File: config.mk
export PLATFORM = sky130hd
export DESIGN_NAME = alu_issue_ctrl
export DESIGN_NICKNAME = d
export VERILOG_FILES = /design/src/rtl/alu_pkg.sv /design/src/rtl/alu_reg_file.sv /design/src/rtl/alu_issue_ctrl.sv
export SDC_FILE = /design/constraint.sdc
export NUM_CORES = 1
export LEC_CHECK = 0
export BUFFER_PORTS_ARGS = -buffer_cell sky130_fd_sc_hd__buf_2
export CORE_UTILIZATION = 40
export CTS_CLUSTER_SIZE = 40
export DETAILED_ROUTE_END_ITERATION = 10
export GPL_TIMING_DRIVEN = 0
export PLACE_DENSITY = 0.66
export SLEW_MARGIN = 5
export SYNTH_ARGS = -nofsm -noshare
export SYNTH_HDL_FRONTEND = slang
export SYNTH_SLANG_ARGS = --single-unit
File: constraint.sdc
create_clock -name clk -period 22.9 [get_ports clk]
set_input_delay 4.58 -clock clk [delete_from_list [all_inputs] [get_ports clk]]
set_output_delay 4.58 -clock clk [all_outputs]
set_load 0.01 [all_outputs]
File: src/rtl/alu_pkg.sv
// Shared definitions for the ALU issue controller.
// Opcodes, field positions, FSM states and the instruction decoder.
package alu_pkg;

    localparam int BIT_WIDTH    = 16;
    localparam int OPCODE_WIDTH = 8;
    localparam int FLAG_WIDTH   = 5;
    localparam int NUM_REGS     = 16;
    localparam int ADDR_WIDTH   = 4;
    localparam int IMM_WIDTH    = 8;

    localparam int OP_LSB   = 12;
    localparam int RD_LSB   = 8;
    localparam int EXT_LSB  = 4;
    localparam int RS_LSB   = 0;

    localparam int FLAG_N = 4;
    localparam int FLAG_Z = 3;
    localparam int FLAG_F = 2;
    localparam int FLAG_L = 1;
    localparam int FLAG_C = 0;

    localparam logic [7:0] OP_NOP  = 8'b0000_0000;
    localparam logic [7:0] OP_AND  = 8'b0000_0001;
    localparam logic [7:0] OP_OR   = 8'b0000_0010;
    localparam logic [7:0] OP_XOR  = 8'b0000_0011;
    localparam logic [7:0] OP_NOT  = 8'b0000_0100;
    localparam logic [7:0] OP_ADD  = 8'b0000_0101;
    localparam logic [7:0] OP_ADDU = 8'b0000_0110;
    localparam logic [7:0] OP_ADDC = 8'b0000_0111;
    localparam logic [7:0] OP_SUB  = 8'b0000_1001;
    localparam logic [7:0] OP_CMP  = 8'b0000_1011;
    localparam logic [7:0] OP_LSH  = 8'b1000_0100;
    localparam logic [7:0] OP_ARSH = 8'b1000_0110;

    localparam logic [3:0] OPH_ADDI  = 4'b0101;
    localparam logic [3:0] OPH_ADDUI = 4'b0110;
    localparam logic [3:0] OPH_ADDCI = 4'b0111;
    localparam logic [3:0] OPH_SUBI  = 4'b1001;
    localparam logic [3:0] OPH_CMPI  = 4'b1011;
    localparam logic [3:0] OPH_SHIFT = 4'b1000;

    typedef enum logic [1:0] {
        S_IDLE,
        S_READ,
        S_EXEC,
        S_COMMIT
    } state_t;

    typedef struct packed {
        logic legal;
        logic use_reg;
        logic sext;
        logic wr_reg;
        logic wr_psr;
    } dec_t;

    function automatic dec_t decode(input logic [15:0] w);
        dec_t       d;
        logic [7:0] opc;
        opc = {w[OP_LSB +: 4], w[EXT_LSB +: 4]};
        d   = '0;
        casez (opc)
            OP_NOP:
                d = '{1'b1, 1'b0, 1'b0, 1'b0, 1'b0};
            OP_AND, OP_OR, OP_XOR, OP_NOT,
            OP_ADD, OP_ADDU, OP_ADDC, OP_SUB,
            OP_LSH, OP_ARSH:
                d = '{1'b1, 1'b1, 1'b0, 1'b1, 1'b1};
            OP_CMP:
                d = '{1'b1, 1'b1, 1'b0, 1'b0, 1'b1};
            {OPH_ADDI, 4'b????}, {OPH_ADDUI, 4'b????},
            {OPH_ADDCI, 4'b????}, {OPH_SUBI, 4'b????}:
                d = '{1'b1, 1'b0, 1'b1, 1'b1, 1'b1};
            {OPH_CMPI, 4'b????}:
                d = '{1'b1, 1'b0, 1'b1, 1'b0, 1'b1};
            // LSHI/ARSHI/RSH/RSHI: ext 000x, 001x, 100x, 101x
            {OPH_SHIFT, 4'b?0??}:
                d = '{1'b1, 1'b0, 1'b0, 1'b1, 1'b1};
            default:
                d = '0;
        endcase
        return d;
    endfunction

endpackage

File: src/rtl/alu_reg_file.sv
// Register file: two synchronous read ports, one write port,
// one asynchronous debug read port, cleared by reset.
module alu_reg_file
    import alu_pkg::*;
(
    input  logic                  clk,
    input  logic                  rst,
    input  logic                  rd_en,
    input  logic [ADDR_WIDTH-1:0] rd_addr_a,
    input  logic [ADDR_WIDTH-1:0] rd_addr_b,
    output logic [BIT_WIDTH-1:0]  rd_data_a,
    output logic [BIT_WIDTH-1:0]  rd_data_b,
    input  logic                  we,
    input  logic [ADDR_WIDTH-1:0] wr_addr,
    input  logic [BIT_WIDTH-1:0]  wr_data,
    input  logic [ADDR_WIDTH-1:0] dbg_addr,
    output logic [BIT_WIDTH-1:0]  dbg_data
);

    logic [BIT_WIDTH-1:0] regs [NUM_REGS];

    always_ff @(posedge clk or posedge rst) begin
        if (rst) begin
            for (int i = 0; i < NUM_REGS; i++) begin
                regs[i] <= '0;
            end
            rd_data_a <= '0;
            rd_data_b <= '0;
        end else begin
            if (we) begin
                regs[wr_addr] <= wr_data;
            end
            if (rd_en) begin
                rd_data_a <= regs[rd_addr_a];
                rd_data_b <= regs[rd_addr_b];
            end
        end
    end

    assign dbg_data = regs[dbg_addr];

endmodule

File: src/rtl/alu_issue_ctrl.sv
// Issue/decode front end for the combinational ALU: one instruction
// in flight, IDLE -> READ -> EXEC -> COMMIT, then result and flags commit.
module alu_issue_ctrl
    import alu_pkg::*;
(
    input  logic                    clk,
    input  logic                    rst,
    input  logic                    instr_valid,
    output logic                    instr_ready,
    input  logic [15:0]             instr,
    output logic [BIT_WIDTH-1:0]    alu_rsrc_imm,
    output logic [BIT_WIDTH-1:0]    alu_rdest,
    output logic [OPCODE_WIDTH-1:0] alu_opcode,
    input  logic [BIT_WIDTH-1:0]    alu_result,
    input  logic [FLAG_WIDTH-1:0]   alu_flags,
    output logic [FLAG_WIDTH-1:0]   psr,
    output logic                    wb_valid,
    output logic [ADDR_WIDTH-1:0]   wb_addr,
    output logic [BIT_WIDTH-1:0]    wb_data,
    output logic                    illegal,
    input  logic [ADDR_WIDTH-1:0]   dbg_addr,
    output logic [BIT_WIDTH-1:0]    dbg_data
);

    state_t                state;
    logic [15:0]           ir;
    logic [BIT_WIDTH-1:0]  res_q;
    logic [FLAG_WIDTH-1:0] flg_q;
    logic                  commit_reg;
    logic                  commit_psr;
    logic [BIT_WIDTH-1:0]  rd_a;
    logic [BIT_WIDTH-1:0]  rd_b;
    logic [BIT_WIDTH-1:0]  src_val;
    logic                  accept;
    logic                  we;
    dec_t                  dec;

    assign accept = instr_valid && instr_ready;
    assign we     = (state == S_COMMIT) && commit_reg;
    assign dec    = decode(ir);

    // Read ports are addressed straight from the bus so data is ready in READ
    alu_reg_file u_rf (
        .clk       (clk),
        .rst       (rst),
        .rd_en     (accept),
        .rd_addr_a (instr[RD_LSB +: ADDR_WIDTH]),
        .rd_addr_b (instr[RS_LSB +: ADDR_WIDTH]),
        .rd_data_a (rd_a),
        .rd_data_b (rd_b),
        .we        (we),
        .wr_addr   (ir[RD_LSB +: ADDR_WIDTH]),
        .wr_data   (res_q),
        .dbg_addr  (dbg_addr),
        .dbg_data  (dbg_data)
    );

    always_comb begin
        src_val = '0;
        if (dec.use_reg) begin
            src_val = rd_b;
        end else if (dec.sext) begin
            src_val = {{(BIT_WIDTH-IMM_WIDTH){ir[IMM_WIDTH-1]}},
                       ir[IMM_WIDTH-1:0]};
        end else begin
            src_val = {{(BIT_WIDTH-4){1'b0}}, ir[RS_LSB +: 4]};
        end
    end

    always_ff @(posedge clk or posedge rst) begin
        if (rst) begin
            state        <= S_IDLE;
            instr_ready  <= 1'b1;
            ir           <= '0;
            alu_rsrc_imm <= '0;
            alu_rdest    <= '0;
            alu_opcode   <= '0;
            res_q        <= '0;
            flg_q        <= '0;
            commit_reg   <= 1'b0;
            commit_psr   <= 1'b0;
            psr          <= '0;
            wb_valid     <= 1'b0;
            wb_addr      <= '0;
            wb_data      <= '0;
            illegal      <= 1'b0;
        end else begin
            wb_valid <= 1'b0;
            illegal  <= 1'b0;
            unique case (state)
                S_IDLE: begin
                    if (accept) begin
                        ir          <= instr;
                        instr_ready <= 1'b0;
                        state       <= S_READ;
                    end
                end
                S_READ: begin
                    commit_reg <= dec.wr_reg;
                    commit_psr <= dec.wr_psr;
                    if (!dec.legal) begin
                        illegal     <= 1'b1;
                        instr_ready <= 1'b1;
                        state       <= S_IDLE;
                    end else begin
                        alu_rdest    <= rd_a;
                        alu_rsrc_imm <= src_val;
                        alu_opcode   <= {ir[OP_LSB +: 4], ir[EXT_LSB +: 4]};
                        state        <= S_EXEC;
                    end
                end
                S_EXEC: begin
                    res_q <= alu_result;
                    flg_q <= alu_flags;
                    state <= S_COMMIT;
                end
                S_COMMIT: begin
                    if (commit_psr) begin
                        psr <= flg_q;
                    end
                    if (commit_reg) begin
                        wb_valid <= 1'b1;
                        wb_addr  <= ir[RD_LSB +: ADDR_WIDTH];
                        wb_data  <= res_q;
                    end
                    instr_ready <= 1'b1;
                    state       <= S_IDLE;
                end
                default: state <= S_IDLE;
            endcase
        end
    end

endmodule
# --- Word-level counts from Yosys, hierarchy flattened ---
# Index checks and enable logic that the tools add are counted.
classes:
  order_cmp: 5
  n_eq_ne: 22
  mux: 25
  bitwise_logic: 4
  n_reduce_logical: 13
op_table:
  columns: ["operator", "count"]
  rows:
  - ["$bwmux W256", 1]
  - ["$bmux W16 S4", 3]
  - ["$mux W16", 9]
  - ["$demux W16 S4", 1]
  - ["$eq A8 B3 Y1 const B", 4]
  - ["$pmux W5 S6", 1]
  - ["$ge A5 B5 Y1 const B", 4]
  - ["$not A4 Y5", 4]
  - ["$eq A8 B2 Y1 const B", 2]
  - ["$eq A8 B4 Y1 const B", 2]
  - ["$eq A8 B8 Y1 const B", 2]
  - ["$eq A4 B3 Y1 const B", 3]
  - ["$reduce_or A10 Y1", 1]
  - ["$eq A4 B4 Y1 const B", 2]
  - ["$eq A8 B1 Y1 const B", 1]
  - ["$logic_not A8 Y1", 1]
  - ["$pmux W2 S4", 1]
  - ["$reduce_and A2 Y1", 4]
  - ["$mux W1", 6]
  - ["$eq A5 B5 Y1 const B", 1]
  - ["$lt A5 B1 Y1 const B", 1]
  - ["$eq A2 B2 Y1 const B", 2]
  - ["$mux W2", 2]
  - ["$ne A2 B2 Y1 const B", 2]
  - ["other kinds (7)", 9]
totals:
  register_bits: 397
  input_bits: 44
  output_inout_bits: 84
  word_cells: 102

# --- Longest topological paths before layout ---
# Gate-level depths: netlist (run 1).
depth:
  depth_word: 6
  ltp_mapped: 8
  ltp_nobuf: 5

# --- Hierarchy ---
# A second synthesis (run 1) with hierarchy kept.
unflattened:
  hier_cells: 1340
  hier_area_um2: 21291.7
by_module_without_submodules:
  columns: ["module", "n_inst", "cells_per_inst", "area_per_inst_um2", "seq_area_each_um2"]
  rows:
  - ["alu_reg_file", 1, 1018, 16527.1, 7206.9]
  - ["alu_issue_ctrl", 1, 322, 4764.6, 2728.9]

# --- Least setup slack after synthesis (run 1) ---
# No wires, ideal clock.
synth_timing:
  path_kind: "input -> output"
  startpoint: "input port dbg_addr[0]"
  endpoint: "output port dbg_data[0]"
  t_arrival_ns: 6.115
  required_time_ns: 18.320
  path_slack_ns: 12.205
  stages: 4
  n_path_buf: 2
  path_cell_list: "buf_2 -> buf_2 -> mux4_2 -> mux4_2"
synth_between:
  elab_chain_len: 4
synth_lines:
  columns: ["item", "line_no", "text"]
  rows:
  - ["from (decl)", "alu_issue_ctrl.sv:21", "input logic [ADDR_WIDTH-1:0] dbg_addr,"]
  - ["$not A4 Y5 (not written as such)", "alu_reg_file.sv:40", "assign dbg_data = regs[dbg_addr];"]
  - ["$bmux W16 S4", "alu_reg_file.sv:40", null]
  - ["$mux W16 (not written as such) (2 in a row)", "alu_reg_file.sv:40", null]
  - ["to (decl)", "alu_issue_ctrl.sv:22", "output logic [BIT_WIDTH-1:0] dbg_data"]
# No other way between the ends. The select of a mux whose other input is x is not followed.

# --- Worst setup path in the final report (run 1) ---
layout_timing:
  startpoint: "input port dbg_addr[1]"
  endpoint: "output port dbg_data[7]"
# The elaborated chain is that of the path after synthesis.

==> metrics.md, run 1 <==
| Metric | Value |
|---|---|
| Status | `finished, final reports clean` |
| Max-slew violation count | `0` |
| Worst Setup Start Kind | `input pin` |
| CTS hold repair buffers | `0` |
| WL per Instance | `29.2 µm` |
| Initial Util | `0.404` |
| Post-CTS Resized | `0` |
| Max H-tree Level | `2` |
| Synth cell count leaders | `dfrtp_1, mux2_2, mux2i_1` |
| Post-Synthesis Cell Area | `21200 µm²` |
| Critical path arrival | `7.35 ns` |
| Period utilisation layout | `0.521` |
| Max-cap violations | `0` |
| Reg2reg end | `u_rf.regs[168]` |
| Fin crit period | `11.93 ns` |
| Vias in the first global route | `14866` |
| Initial DRC Count | `1731` |
| Vias/cell | `6.25` |
| I/O pins | `128` |
| PortBufs | `119` |
| Fin nets | `1744` |
| Count leader, synth | `dfrtp_1` |
| EDFF count, synth | `0` |
| Hold depth | `2` |
| Die ar. | `54000 µm²` |
| TritonCTS clock tree | `done` |
| Initial antenna violation count | `4` |
| Crit. Startpoint | `dbg_addr[1]` |
| DRC viols | `0` |
| Hold crit path type | `reg2reg` |
| CTS Buf Count | `44` |
| Worst-path fanout max | `10` |
| Final WL | `70.7 mm` |
| Post-synthesis compound-gate area fraction | `0.0572` |
| Clk_lat worst skew | `0.59 ns` |
| Syn-to-layout area delta | `14.7%` |
| Most used DFF post-synth | `dfrtp_1` |
| Setup repair after global routing missed its margin | `false` |
| CP max-delay cell | `clkbuf_1` |
| FF-to-FF setup slack | `20.11 ns` |
| Vias | `15129` |
| Clock Tree Root | `clkbuf_16` |
| Syn_area_per_cell | `13.9 µm²` |
| Register bit count reported by yosys | `397` |
| Setup_tns | `0 ns` |
| Core region area | `52400 µm²` |
| # rows | `84` |
| Max_slew headroom | `0.117` |
| Post-synthesis adder-cell area fraction | `0` |
| Critical-path cell list | `clkbuf_1, clkbuf_1, mux4_2, mux4_2, buf_2` |
| Mux contribution to synthesized area | `0.401` |
| Warnings from Yosys | `0` |
| Antenna-violating nets left | `0` |
| Peak Freq | `0.0838 GHz` |
| Gpl congestion | `0.923` |
| Die Height | `232 µm` |
| Clk sink count | `397` |
| Distinct cells, synth | `51` |
| Kind of critical path | `in2out` |
| Xor-xnor portion of the synthesized cell area | `0.000413` |
| Worst Path Buf+Inv | `3` |
| Clk buf depth | `3` |
| Fraction of registers with async set/reset | `1.00` |
| Final Hold Viols | `0` |
| Crit path max-delay family | `buffers and inverters` |
| Synth top area share | `0.467` |
| Largest net degree at the start of global routing | `92` |
| WHS | `0.481 ns` |
| First-pass GRT wire length | `103 mm` |
| Register area share after synthesis | `0.468` |
| Synthesized Nets | `1575` |
| Share of layout cells above drive strength 1 | `0.432` |
| Leakage | `11.5 nW` |
| Total gr overflow | `0` |
| Met1 WL | `28.6 mm` |
| Post-Route Skew | `0.0205 ns` |
| Yosys top cell by area | `dfrtp_1` |
| PD cells | `63.8 nW/µm²` |
| Top Metal Used | `met5` |
| WL met3 | `7.14 mm` |
| End of the critical path | `dbg_data[7]` |
| DRT Pass-1 Iters | `5` |
| Least-Margin Pin Slew | `1.32 ns` |
| Kind of end point of the critical path | `output port` |
| Clock Pin Slew Worst Setup and Hold Paths | `0.05 ns` |
| Post-CTS setup buffers | `0` |
| Final setup viols | `0` |
| Max reg flops | `256` |
| Ranking of synthesized cells by area | `dfrtp_1, mux2_2, mux4_2` |
| Critical path data required time | `18.32 ns` |
| R2R cell count | `7` |
| Main combinational cell family by area after synthesis | `multiplexers` |
| Largest reg by FF count | `u_rf.regs` |
| Peak supply drop | `0.0463 mV` |
| Worst path depth | `5` |
| DP Wirelength | `50.2 mm` |
| Synth Area in Simple Gates | `0.0425` |
| Die X-Extent | `232 µm` |
| Mapped Cells | `1531` |
| Met2 WL post-DR | `32.2 mm` |
| Worst path max stage delay | `0.81 ns` |
| GRT Total Usage | `0.264` |
==> cell type report <==
cell class,instances,area [µm²]
Buffer,136,609
Clock inverter,17,243
Multi-Input combinational cell,990,10600
Clock buffer,62,1300
Fill cell,4632,28100
Tap cell,688,861
Antenna cell,1,2.50
Timing Repair Buffer,123,706
Sequential cell,397,9940
Inverter,8,37.5
==> logic make-up (layout without fill, tap and decap cells) <==
family / count (synthesis) / after routing
other: 0 / 1
xor gates and xnor gates: 1 / 1
buffers and inverters: 144 / 346
muxes: 630 / 630
AOI/OAI and AO/OA: 170 / 170
DFF: 397 / 397
and+or+nand+nor: 189 / 189
==> routing by layer <==
metal,vias up,track usage
li1,6190,-
met1,7871,0.361
met3,184,0.0613
met2,880,0.404
met4,4,0.107
met5,-,0
==> per-stage QoR <==
stage | total power [mW] | util | setup slack (ns) | instances | instance area, µm²
finish | 1.55 | 0.464 | 10.97 | 2422 | 24300
global route | 1.59 | 0.464 | 11.01 | 2421 | 24300
CTS | 1.56 | 0.464 | 11.10 | 2421 | 24300
detailed placement | 0.800 | 0.435 | 11.10 | 2342 | 22800
global placement | 0.798 | 0.432 | 3.04 | 2338 | 22700
floorplan | 0.766 | - | 7.28 | 1531 | 21200
==> where the power goes <==
part           internal, mW  switching [mW]  total (mW)
clock network         0.462           0.301       0.763
registers             0.701               0       0.701
logic                0.0259          0.0605      0.0864
==> tightest hold or removal path: stages, from the launching register on <==
cell     delay [ns]
dfrtp_1        0.34
nand2_1        0.05
nand2_1        0.06
==> how the worst min path moves through the flow <==
stage / startpoint / endpoint / slack, ns
detailed placement: wb_data[3] / wb_data[3] / 0.46
floorplan: u_rf.rd_data_b[0] / u_rf.rd_data_b[0] / 0.45
global route: wb_data[3] / wb_data[3] / 0.49
global placement: wb_data[15] / wb_data[15] / 0.46
finish: wb_data[3] / wb_data[3] / 0.48
CTS: wb_data[3] / wb_data[3] / 0.48
==> cells in the final DEF, fill, tap and decap left out, drive strengths merged, types with 4 or more instances in the layout <==
master | netlist | final
a211oi | 24 | 24
a21oi | 13 | 13
a22oi | 41 | 41
a31oi | 9 | 9
a32o | 4 | 4
a32oi | 23 | 23
buf | 64 | 187
bufinv | 0 | 6
clkbuf | 72 | 134
clkinv | 0 | 8
dfrtp | 396 | 396
inv | 8 | 8
mux2 | 326 | 326
mux2i | 160 | 160
mux4 | 144 | 144
nand2 | 114 | 114
nand2b | 4 | 4
nand3 | 4 | 4
nor2 | 24 | 24
nor2b | 9 | 9
nor3 | 6 | 6
nor3b | 4 | 4
o21ai | 31 | 31
o221a | 4 | 4
o22ai | 12 | 12
or2 | 9 | 9
or3 | 6 | 6
No activity file was read; power rests on OpenSTA's default activity.
==> run 2: changes to the inputs <==
--- a/config.mk
+++ b/config.mk
@@ -10,7 +10,7 @@
 export CTS_CLUSTER_SIZE = 40
 export DETAILED_ROUTE_END_ITERATION = 10
 export GPL_TIMING_DRIVEN = 0
-export PLACE_DENSITY = 0.66
+export PLACE_DENSITY = 0.68
 export SLEW_MARGIN = 5
 export SYNTH_ARGS = -nofsm -noshare
 export SYNTH_HDL_FRONTEND = slang
==> constraint.sdc (replaced) <==
create_clock -name clk -period 10.8 [get_ports clk]
set_input_delay 2.16 -clock clk [delete_from_list [all_inputs] [get_ports clk]]
set_output_delay 2.16 -clock clk [all_outputs]
set_load 0.01 [all_outputs]
==> run 2 against run 1 <==
Against the previous run: sequential share of layout area about the same; via count fell by 0.33%; critical path type unchanged; final cell count is 0.17% higher; critical endpoint unchanged; clock skew up 0.0026 ns; largest cell class unchanged; largest power group unchanged; die area is the same.
==> metrics.md, run 2 (synthesis results as in run 1) <==
| Metric | Value |
|---|---|
| Status | `finished, final reports clean` |
| Kind of critical path | `in2out` |
| Comb power frac | `0.058 (+0.002)` |
| Critical path data required time | `8.64 ns (-9.68 ns)` |
| Net Sw Power | `0.765 mW (+110%)` |
| Antenna fix cells | `0 (-1)` |
| FILL cells | `4603 (-0.63%)` |
| Sequential group share of total power | `0.464 (+0.012)` |
| Pre-CTS setup slack | `3.77 ns (-7.33 ns)` |
| Clock Pin Slew Worst Setup and Hold Paths | `0.06 ns (about the same)` |
| GRT Total Usage | `0.265 (+0.00117)` |
| Initial DRC Count | `1687 (-2.5%)` |
| DRT Pass-1 Iters | `5 (unchanged)` |
| Critical R2R Launch | `state[0]` |
| Final setup margin | `3.68 ns (-7.29 ns)` |
| FF+latch area | `9940 µm² (unchanged)` |
| Clk sink count | `397 (unchanged)` |
| Initial antenna violation count | `4 (unchanged)` |
| Multi-input logic area | `10600 µm² (unchanged)` |
| Final setup viols | `0 (unchanged)` |
| Largest reg by FF count | `u_rf.regs` |
| Share of layout cells above drive strength 1 | `0.434 (+0.00163)` |
| DP Wirelength | `51.2 mm (+1.8%)` |
| Antenna-violating nets left | `0 (unchanged)` |
| Max reg flops | `256 (unchanged)` |
| Fin crit period | `7.12 ns` |
| Gpl congestion | `0.931 (+0.86%)` |
| Max_slew headroom | `0.0815 (-0.0353)` |
| TritonCTS clock tree | `done` |
| Max-slew violation count | `0 (unchanged)` |
| Worst-path fanout max | `10 (unchanged)` |
| PD cells | `132 nW/µm² (+110%)` |
| Power share of the clock group | `0.477 (-0.015)` |
| Vias/cell | `6.22 (-0.49%)` |
| First-pass GRT wire length | `104 mm (+0.97%)` |
| Commonest non-fill, non-tap cell in the layout | `dfrtp_1` |
| CTS Buf Count | `44 (unchanged)` |
| Worst Setup Start Kind | `input pin` |
| Post-CTS setup buffers | `0 (unchanged)` |
| Setup_tns | `0 ns (unchanged)` |
| Largest net degree at the start of global routing | `42 (-54%)` |
| Die Height | `232 µm (unchanged)` |
| Post-layout util | `0.464 (about the same)` |
| CTS hold repair buffers | `0 (unchanged)` |
| Syn-to-layout area delta | `14.7% (about the same)` |
| Clock Tree Root | `clkbuf_16` |
| Hold crit path type | `reg2reg` |
| Vias in the first global route | `15218 (+2.4%)` |
| Least-Margin Pin Slew | `1.38 ns (+0.0529 ns)` |
| Peak Freq | `0.140 GHz` |
| Leakage | `11.5 nW (about the same)` |
| Placed Area | `22900 µm² (+0.38%)` |
| Vias | `15079 (-0.33%)` |
| Switching Fraction | `0.239 (+0.00558)` |
| # rows | `84 (unchanged)` |
| Clk buf depth | `3 (unchanged)` |
| Total gr overflow | `0 (unchanged)` |
| DRC viols | `0 (unchanged)` |
| Commonest non-fill, non-tap cells in the layout | `dfrtp_1, mux2_2, mux2i_1` |
| Pint | `2.44 mW (+100%)` |
| Worst hold path startpoint | `wb_data[10]` |
| Crit. Startpoint | `dbg_addr[1]` |
| Post-CTS Resized | `0 (unchanged)` |
| Period utilisation layout | `0.660` |
| Clk_lat worst skew | `0.59 ns (about the same)` |
| Max-cap violations | `0 (unchanged)` |
| Die X-Extent | `232 µm (unchanged)` |
| Die ar. | `54000 µm² (unchanged)` |
| PortBufs | `119 (unchanged)` |
| Kind of end point of the critical path | `output port` |
| I/O pins | `128 (unchanged)` |
| Final Hold Viols | `0 (unchanged)` |
| Post-Route Skew | `0.0231 ns (+0.00258 ns)` |
| Final WL | `70.6 mm (-0.17%)` |
| Initial Util | `0.404 (unchanged)` |
| Max H-tree Level | `2 (unchanged)` |
| Peak supply drop | `0.0957 mV (+110%)` |
| Critical path arrival | `4.96 ns (-2.39 ns)` |
| Fin nets | `1750 (+0.34%)` |
| Setup repair after global routing missed its margin | `false` |
| Finished Cell Area | `24300 µm² (about the same)` |
| WL per Instance | `29.1 µm (-0.34%)` |
| Core region area | `52400 µm² (unchanged)` |
## run 2: cell count changes in the layout (fill, tap and decap cells not counted), sizes merged
| cell | change |
|---|---|
| clkinvlp | +3 |
| clkbuf | +1 |
| bufinv | -4 |
| diode | -1 |
| buf | +6 |
| clkinv | -1 |
## run 2: path summary, 6_finish.rpt
path,end,slack (ns),cells past startpoint
min,wb_data[10],0.48,2
max in group asynchronous,ir[10],7.92,5
min in group asynchronous,alu_rdest[1],1.67,2
max,dbg_data[7],3.68,5
min reg2reg,wb_data[10],0.48,2
max reg2reg,u_rf.regs[111],7.91,6
## run 2: power groups by stage
stage | Sequential [mW] | Combinational [mW] | Clock [mW]
6_report | 1.49 | 0.187 | 1.53
5_1_grt | 1.49 | 0.195 | 1.60
4_1_cts | 1.49 | 0.186 | 1.54
3_5_place_dp | 1.51 | 0.186 | 0
3_3_place_gp | 1.52 | 0.174 | 0
2_1_floorplan | 1.52 | 0.109 | 0
## run 2: worst max-delay path: stages
cell      delay [ns]
clkbuf_1        0.73
clkbuf_1        0.86
mux4_2          0.47
mux4_2          0.55
buf_2           0.17
## run 2: routing by layer
layer / vias up / track usage / wire [µm]
met4: 4 / 0.130 / 3290
li1: 6220 / - / -
met5: - / 0 / 29
met1: 7784 / 0.348 / 27500
met3: 214 / 0.0669 / 7100
met2: 857 / 0.407 / 32600
## run 2: layout make-up
| type | instances | share of cell area |
|---|---|---|
| Multi-Input combinational cell | 990 | 0.437 |
| Sequential cell | 397 | 0.408 |
| Clock buffer | 63 | 0.0540 |
| Tap cell | 688 | 0.0354 |
| Timing Repair Buffer | 129 | 0.0327 |
| Buffer | 136 | 0.0250 |
| Clock inverter | 15 | 0.00581 |
| Inverter | 8 | 0.00139 |
## run 2: per-stage QoR
step | total power [mW] | instances | hold slack, ns
after floorplan | 1.62 | 1531 | 0.454
after global placement | 1.69 | 2338 | 0.463
after detailed placement | 1.70 | 2348 | 0.463
after CTS | 3.22 | 2426 | 0.484
after global routing | 3.28 | 2426 | 0.505
final | 3.20 | 2426 | 0.478
==> run 3: changes to the inputs <==
--- a/config.mk
+++ b/config.mk
@@ -10,7 +10,7 @@
 export CTS_CLUSTER_SIZE = 40
 export DETAILED_ROUTE_END_ITERATION = 10
 export GPL_TIMING_DRIVEN = 0
-export PLACE_DENSITY = 0.68
+export PLACE_DENSITY = 0.66
 export SLEW_MARGIN = 5
 export SYNTH_ARGS = -nofsm -noshare
 export SYNTH_HDL_FRONTEND = slang
==> constraint.sdc (replaced) <==
create_clock -name clk -period 7.2 [get_ports clk]
set_input_delay 1.44 -clock clk [delete_from_list [all_inputs] [get_ports clk]]
set_output_delay 1.44 -clock clk [all_outputs]
set_load 0.01 [all_outputs]
==> run 3 against run 2 <==
Against the previous run: combinational power is 51% higher; sequential cell count is the same; first-iteration DRC count up 15%; clock skew about the same; global-route usage is 0.26 points higher; worst setup slack worse by 2.1 ns; worst hold slack gained 0.0048 ns; routed wire length grew 0.48%; via count rose by 0.15%; die area did not move; count of clock-buffer cells in the layout is 4 higher.
==> metrics.md, run 3 (synthesis results as in run 1) <==
| Metric | Value |
|---|---|
| Clk_lat worst skew | `0.59 ns (about the same)` |
| PD cells | `196 nW/µm² (+49%)` |
| Commonest non-fill, non-tap cell in the layout | `dfrtp_1` |
| Total gr overflow | `0 (unchanged)` |
| I/O pins | `128 (unchanged)` |
| Initial DRC Count | `1937 (+15%)` |
| Final WL | `70.9 mm (+0.48%)` |
| Final setup margin | `1.61 ns (-2.07 ns)` |
| Max-slew violation count | `0 (unchanged)` |
| Max-cap violations | `0 (unchanged)` |
| Clock Tree Root | `clkbuf_16` |
| TritonCTS clock tree | `done` |
| Die X-Extent | `232 µm (unchanged)` |
| Post-layout util | `0.464 (about the same)` |
| DRT Pass-1 Iters | `5 (unchanged)` |
| Crit. Startpoint | `dbg_addr[1]` |
| Clk sink count | `397 (unchanged)` |
| Clock Pin Slew Worst Setup and Hold Paths | `0.06 ns (about the same)` |
| WHS | `0.483 ns (+0.00482 ns)` |
| Hold crit path type | `reg2reg` |
| DRC viols | `0 (unchanged)` |
| Status | `finished, final reports clean` |
| Pre-CTS setup slack | `1.69 ns (-2.08 ns)` |
| Initial antenna violation count | `3 (-1)` |
| Vias/cell | `6.22 (about the same)` |
| Antenna fix cells | `0 (unchanged)` |
| Met1 global-route usage | `0.351 (+0.00257)` |
| Met2 Use GR | `0.411 (+0.00372)` |
| Critical path arrival | `4.15 ns (-0.81 ns)` |
| Grt peak-use layer | `met2` |
| WL per Instance | `29.2 µm (+0.36%)` |
| Worst Setup Start Kind | `input pin` |
| DP Wirelength | `51.1 mm (about the same)` |
| Antenna-violating nets left | `0 (unchanged)` |
| Core region area | `52400 µm² (unchanged)` |
| Fin nets | `1751 (+0.057%)` |
| CTS Buf Count | `44 (unchanged)` |
| Critical path data required time | `5.76 ns (-2.88 ns)` |
| Kind of critical path | `in2out` |
| Clk buf depth | `3 (unchanged)` |
| CP max-delay cell | `clkbuf_1` |
| M3 GR Usage | `0.0744 (+0.00749)` |
| Max H-tree Level | `2 (unchanged)` |
| Worst path max stage delay | `0.80 ns (-0.06 ns)` |
| Tot Pwr | `4.76 mW (+49%)` |
| Peak Freq | `0.179 GHz` |
| Max_slew headroom | `0.0925 (+0.0110)` |
| PortBufs | `119 (unchanged)` |
| Period utilisation layout | `0.777` |
| Kind of end point of the critical path | `output port` |
| Vias in the first global route | `15363 (+0.95%)` |
| Post-CTS setup buffers | `0 (unchanged)` |
| Least-Margin Pin Slew | `1.36 ns (-0.0165 ns)` |
| Final Hold Viols | `0 (unchanged)` |
| Max reg flops | `256 (unchanged)` |
| GRT Total Usage | `0.268 (+0.00262)` |
| Commonest non-fill, non-tap cells in the layout | `dfrtp_1, mux2_2, mux2i_1` |
| Vias | `15101 (+0.15%)` |
| Largest net degree at the start of global routing | `42 (unchanged)` |
| Share of layout cells above drive strength 1 | `0.432 (-0.00190)` |
| Initial Util | `0.404 (unchanged)` |
| Peak supply drop | `0.157 mV (+64%)` |
| Post-CTS Resized | `0 (unchanged)` |
| Syn-to-layout area delta | `14.7% (about the same)` |
| CTS hold repair buffers | `0 (unchanged)` |
| # rows | `84 (unchanged)` |
| Leakage | `11.5 nW (+0.12%)` |
| Critical-path cell list | `clkbuf_1, clkbuf_1, mux4_2, mux4_2, buf_2` |
| First-pass GRT wire length | `105 mm (+0.70%)` |
| Die ar. | `54000 µm² (unchanged)` |
| Gpl congestion | `0.923 (-0.87%)` |
| Setup repair after global routing missed its margin | `false` |
| Die Height | `232 µm (unchanged)` |
| Worst hold path startpoint | `wb_data[2]` |
| Fin crit period | `5.59 ns` |
| Worst-path fanout max | `10 (unchanged)` |
| Final setup viols | `0 (unchanged)` |
| Post-Route Skew | `0.0233 ns (+0.000224 ns)` |
| Largest reg by FF count | `u_rf.regs` |
[run 3: critical path: cells and delay by family]
kind	cells	cell delay, ns
buffers and inverters	3	1.68
multiplexers	2	1.02
[run 3: where the power goes]
| group | internal [mW] | switching, mW |
|---|---|---|
| registers | 2.23 | 0 |
| clock network | 1.30 | 0.949 |
| logic | 0.0887 | 0.194 |
[run 3: stage by stage]
| step | area, µm² | instances | setup TNS, ns |
|---|---|---|---|
| 2_1_floorplan | 21200 | 1531 | 0 |
| 3_3_place_gp | 22700 | 2338 | -714.01 |
| 3_5_place_dp | 22900 | 2349 | 0 |
| 4_1_cts | 24300 | 2429 | 0 |
| 5_1_grt | 24300 | 2429 | 0 |
| 6_report | 24300 | 2429 | 0 |
[run 3: final timing paths]
check / to / slack, ns / cells after the start
hold / removal: wb_data[2] / 0.48 / 2
setup / recovery: dbg_data[7] / 1.61 / 5
setup reg to reg: u_rf.regs[108] / 4.37 / 7
hold reg to reg: wb_data[2] / 0.48 / 2
min in group asynchronous: alu_rdest[4] / 0.92 / 2
max in group asynchronous: res_q[10] / 4.95 / 6
[run 3: metal layers]
metal,routed length [µm],part of all wire
met5,13,0.00018
met4,3230,0.046
met2,32600,0.46
met1,28300,0.40
met3,6810,0.096
[run 3: cell type report]
cell class | instances | area, µm²
fill | 4588 | 28100
multi-input combinational | 990 | 10600
sequential | 397 | 9940
clock buffer | 67 | 1320
tap | 688 | 861
timing repair buffer | 130 | 823
buffer | 136 | 609
clock inverter | 13 | 101
inverter | 8 | 33.8
